[src/rtl/vagas_pkg.sv]
// Shared types and constants for the parking-spot controller.
// The optional occupancy counter is enabled with OCUPACAO_CNT_EN.
package vagas_pkg;

  typedef enum logic [1:0] {
    IDLE,
    ALOCA,
    ESPERA
  } estado_t;

  localparam int   NUM_VAGAS = 4;
  localparam int   IDX_W     = 2;
  localparam logic BLOCO_E   = 1'b0;
  localparam logic BLOCO_D   = 1'b1;

  function automatic logic [3:0] conta_bits(input logic [2*NUM_VAGAS-1:0] v);
    logic [3:0] cnt;
    cnt = '0;
    for (int i = 0; i < 2*NUM_VAGAS; i++) begin
      cnt = cnt + {3'b000, v[i]};
    end
    return cnt;
  endfunction

endpackage

[src/rtl/seletor_vaga.sv]
// Combinational spot picker: preferred block first, falling back to the other,
// and the highest-index free spot within the chosen block.
module seletor_vaga
  import vagas_pkg::*;
(
  input  logic [NUM_VAGAS-1:0] ve,
  input  logic [NUM_VAGAS-1:0] vd,
  input  logic                 pref,
  output logic                 found,
  output logic                 bloco,
  output logic [IDX_W-1:0]     vaga
);

  logic [NUM_VAGAS-1:0] livre_pref;
  logic [NUM_VAGAS-1:0] livre_outro;
  logic [NUM_VAGAS-1:0] livre;

  always_comb begin
    livre_pref  = (pref == BLOCO_D) ? ~vd : ~ve;
    livre_outro = (pref == BLOCO_D) ? ~ve : ~vd;
    if (|livre_pref) begin
      bloco = pref;
      livre = livre_pref;
    end else begin
      bloco = ~pref;
      livre = livre_outro;
    end
    found = |livre;
    vaga  = '0;
    // Ascending scan so the last hit is the highest free index.
    for (int i = 0; i < NUM_VAGAS; i++) begin
      if (livre[i]) begin
        vaga = i[IDX_W-1:0];
      end
    end
  end

endmodule

[src/rtl/controle_vagas.sv]
// Parking-lot controller: one allocation per entry request, exits free spots.
// Define OCUPACAO_CNT_EN to get a registered occupied-spot count on ocupacao.
module controle_vagas
  import vagas_pkg::*;
(
  input  logic                 clk,
  input  logic                 rst_n,
  input  logic                 ent_req,
  input  logic                 P,
  input  logic                 sai_req,
  input  logic                 sai_bloco,
  input  logic [IDX_W-1:0]     sai_vaga,
  output logic [NUM_VAGAS-1:0] VE,
  output logic [NUM_VAGAS-1:0] VD,
  output logic                 ent_ok,
  output logic                 ent_neg,
  output logic                 ent_bloco,
  output logic [IDX_W-1:0]     ent_vaga,
  output logic                 cheio,
  output logic                 err,
  output logic [3:0]           ocupacao
);

  estado_t              estado, estado_nxt;
  logic                 pref_q;
  logic                 captura, concede, nega;
  logic                 sel_found, sel_bloco;
  logic [IDX_W-1:0]     sel_vaga;
  logic [NUM_VAGAS-1:0] ve_nxt, vd_nxt;
  logic                 err_nxt;

  seletor_vaga u_seletor (
    .ve    (VE),
    .vd    (VD),
    .pref  (pref_q),
    .found (sel_found),
    .bloco (sel_bloco),
    .vaga  (sel_vaga)
  );

  always_ff @(posedge clk) begin
    if (!rst_n) estado <= IDLE;
    else        estado <= estado_nxt;
  end

  always_comb begin
    estado_nxt = estado;
    captura    = 1'b0;
    concede    = 1'b0;
    nega       = 1'b0;
    case (estado)
      IDLE: begin
        if (ent_req) begin
          captura    = 1'b1;
          estado_nxt = ALOCA;
        end
      end
      ALOCA: begin
        estado_nxt = ESPERA;
        if (sel_found) concede = 1'b1;
        else           nega    = 1'b1;
      end
      ESPERA: begin
        if (!ent_req) estado_nxt = IDLE;
      end
      default: estado_nxt = IDLE;
    endcase
  end

  // Exit clears first and allocation sets afterwards, so a grant wins a same-bit clash.
  always_comb begin
    ve_nxt  = VE;
    vd_nxt  = VD;
    err_nxt = 1'b0;
    if (sai_req) begin
      if (sai_bloco == BLOCO_D) begin
        err_nxt          = ~VD[sai_vaga];
        vd_nxt[sai_vaga] = 1'b0;
      end else begin
        err_nxt          = ~VE[sai_vaga];
        ve_nxt[sai_vaga] = 1'b0;
      end
    end
    if (concede) begin
      if (sel_bloco == BLOCO_D) vd_nxt[sel_vaga] = 1'b1;
      else                      ve_nxt[sel_vaga] = 1'b1;
    end
  end

  always_ff @(posedge clk) begin
    if (!rst_n) begin
      VE        <= '0;
      VD        <= '0;
      ent_ok    <= 1'b0;
      ent_neg   <= 1'b0;
      err       <= 1'b0;
      ent_bloco <= 1'b0;
      ent_vaga  <= '0;
      pref_q    <= 1'b0;
    end else begin
      VE      <= ve_nxt;
      VD      <= vd_nxt;
      ent_ok  <= concede;
      ent_neg <= nega;
      err     <= err_nxt;
      if (concede) begin
        ent_bloco <= sel_bloco;
        ent_vaga  <= sel_vaga;
      end
      if (captura) pref_q <= P;
    end
  end

  assign cheio = (&VE) & (&VD);

`ifdef OCUPACAO_CNT_EN
  always_ff @(posedge clk) begin
    if (!rst_n) ocupacao <= '0;
    else        ocupacao <= conta_bits({vd_nxt, ve_nxt});
  end
`else
  assign ocupacao = '0;
`endif

endmodule
[config.mk]
export PLATFORM = sky130hd
export DESIGN_NAME = controle_vagas
export DESIGN_NICKNAME = d
export VERILOG_FILES = /design/src/rtl/vagas_pkg.sv /design/src/rtl/seletor_vaga.sv /design/src/rtl/controle_vagas.sv
export SDC_FILE = /design/constraint.sdc
export NUM_CORES = 1
export LEC_CHECK = 0
export ABC_AREA = 0
export BUFFER_PORTS_ARGS = -buffer_cell sky130_fd_sc_hd__buf_2
export CORE_MARGIN = 3
export CORE_UTILIZATION = 46
export CTS_CLUSTER_DIAMETER = 150
export CTS_CLUSTER_SIZE = 20
export DETAILED_ROUTE_END_ITERATION = 10
export PLACE_DENSITY = 0.84
export SETUP_SLACK_MARGIN = 0.02
export SKIP_CTS_REPAIR_TIMING = 1
export SYNTH_ARGS = -nofsm -noshare
export SYNTH_HDL_FRONTEND = slang
export SYNTH_HIERARCHICAL = 1
export SYNTH_SLANG_ARGS = --single-unit
[constraint.sdc]
create_clock -name clk -period 1.8 [get_ports clk]
set_input_delay 0.09 -clock clk [delete_from_list [all_inputs] [get_ports clk]]
set_output_delay 0.09 -clock clk [all_outputs]
set_load 0.005 [all_outputs]
==> metrics.yaml <==
status: "complete, but fails checks"
violations: "negative setup slack"
rows: 16
yosys_warnings: 6
required_ns: 1.97
overflow: 0
grt.busiest_layer: "met2"
finalSetupViolCount: 8
drtIter0Drc: 38
start_kind: "flop"
fmax_ghz: 0.5121
slowest_delay_ns: 0.44
start_util_pct: 49.75
finClkSkew_ns: 0.003442
areaGrowthSynthToFinish_pct: 31.34
nets: 160
gp_congestion: 0.8273
cp_slowest_cell: "or3b_4"
pre_cts_ws_ns: -0.1335
die_w_microns: 52.77
crit_type: "flop to flop"
drive_above_1_share_pct: 43.71
power_density_mw_per_mm2: 555.2
synth_most_common_cell: "dfxtp_1"
numCtsBuffers: 3
vias_per_cell: 5.798
ys.flop_type: "dfxtp_1"
synth_area_per_cell_sq_um: 8.982
postRouteAntennaNets: 0
yosys.area.top_type_share_pct: 33.83
maxCapViolCount: 0
wl_per_cell_microns: 16.56
tightestPinTransition_ns: 0.4910
combPwrFrac_pct: 17.5
clock_sinks: 17
drt_pass1_iterations: 4
period_share_pct: 108.5
min_period_ns: 1.953
vias: 1032
synthTopCellsByCount: "17 x dfxtp_1, 10 x nand2_1, 7 x o21ai_0"
power_switching_uw: 198.9
dieArea_sq_mm: 0.002784
clkTransAtPathRegs_ns: 0.10
num_antenna_cells: 0
clock_path_buffers: 2
critical-path-top-delay-family: "simple AND/OR/NAND/NOR gates"
setup_tns_ns: -0.6897
tritoncts: "yes"
grt.met3_usage_pct: 1.709
grt_pass1_wl_microns: 4347
antenna_found_initial: 0
drc_errors: 0
die_h_microns: 52.77
drt-total-wl_microns: 2947
grt_setup_unrepaired: "yes"
p_sw_share_pct: 27.11
arrival_ns: 2.12
htreeDepth: 1
clkLatencyLatePin_ns: 0.29
use_met1_pct: 25.00
hpwl_microns: 2061
boundaryPins: 27
syn_inst: 112
async_flop_share_pct: 0
fin_area_sq_mm: 0.001321
placed_cell_area_sq_mm: 0.001237
worst-path-max-fanout: 5
portBuffers: 22
root_buffer: "clkbuf_4"
path_cells: "buf_4 -> nand2_1 -> a21oi_1 -> o22ai_1 -> or3b_4 -> and4b_2 -> nand3_1 -> a21boi_1"
grt_max_degree: 19
crit_buf_inv: 1
synth_top_cells_by_area: "dfxtp_1 34%, mux2i_1 5.0%, nand2_1 3.7%, o21ai_0 3.5%, nor2b_1 3.1%"
met2_usage_pct: 36.36
ys_ff_latch: 17
ir_drop_mv: 0.3673
max_slew_margin_pct: 66.85
netlist_area_sq_mm: 0.001006
grt_use_total_pct: 20.86
p_int_uw: 534.7
hold_path_class: "primary input to flop"
p_clk_share_pct: 27.7
ys_seq_area_share_pct: 33.83
pwr-share-seq_pct: 54.8
ys_types: 42
p_total_uw: 733.5
grt_pass1_vias: 960
slew_violations: 0
worst_slack_ns: -0.1529
core_area_sq_mm: 0.002022
whs_ns: 0.02591
synth-edff-count: 0
p_leak_uw: 0.0005843
critPathCaptureType: "flop"
yosys.area.top_type: "dfxtp_1"
hold_viol: 0
-- metrics by stage --
stage,std cells,utilization (%)
2_1_floorplan,115,-
3_3_place_gp,173,61.20
3_5_place_dp,173,61.20
4_1_cts,177,62.56
5_1_grt,178,65.35
6_report,178,65.35
-- final timing paths --
kind,from,endpoint,slack [ns],cells after the start
worst max-delay path,VD[0]$_SDFF_PN0_,VD[3]$_SDFF_PN0_,-0.15,8
worst min-delay path,sai_bloco,err$_SDFF_PN0_,0.03,2
worst max register to register,VD[0]$_SDFF_PN0_,VD[3]$_SDFF_PN0_,-0.15,8
worst min register to register,VD[0]$_SDFF_PN0_,VD[0]$_SDFF_PN0_,0.52,2
-- placed cells by master, fill, tap and decap left out, types with 2 or more instances in the layout --
master and n:
mux2i_1 5, o21ai_0 4, nand4_1 3, o211ai_1 3, nand3b_1 2, nand2b_1 4, o21ai_1 3, or3_1 2
a21boi_1 4, nor2b_1 5, nand3_1 3, or3b_4 2, nand2_1 10, nor2_1 5, buf_2 22, dfxtp_4 3
clkbuf_4 3, dfxtp_1 8, buf_4 18, and4b_1 2, conb_1 4, o22ai_1 2, dfxtp_2 6
-- power groups by stage --
stage | clock [uW] | sequential (uW) | combinational [uW]
4_1_cts | 212 | 403 | 117
5_1_grt | 227 | 404 | 140
6_report | 203 | 402 | 128
3_3_place_gp | 0 | 411 | 112
3_5_place_dp | 0 | 412 | 117
2_1_floorplan | 0 | 412 | 72.3
-- area by class of cell --
cell class	instances	area [sq um]
Fill cell	175	700.7
Multi-Input combinational cell	89	644.4
Sequential cell	17	359.1
Timing Repair Buffer	41	256.5
Tap cell	27	33.78
Clock buffer	3	22.52
Clock inverter	1	5.005
-- state kept, by name (all words and copies together), names as in the netlist --
signal     flops
ent_ok         1
ent_bloco      1
VD             4
ent_vaga       2
VE             4
estado         2
pref_q         1
ent_neg        1
err            1
-- logic make-up after synthesis --
| kind of cell | share of synthesized area (%) |
|---|---|
| buffers and inverters | 6.343 |
| DFF | 33.83 |
| and+or+nand+nor | 29.98 |
| other | 0.3728 |
| AOI/OAI and AO/OA | 20.40 |
| muxes | 9.080 |
-- layer usage --
metal,vias up,routed length (microns)
li1,494,-
met1,478,1188
met2,56,1564
met3,4,156
met4,0,36
met5,-,0
(Power assumes the default switching activity.)
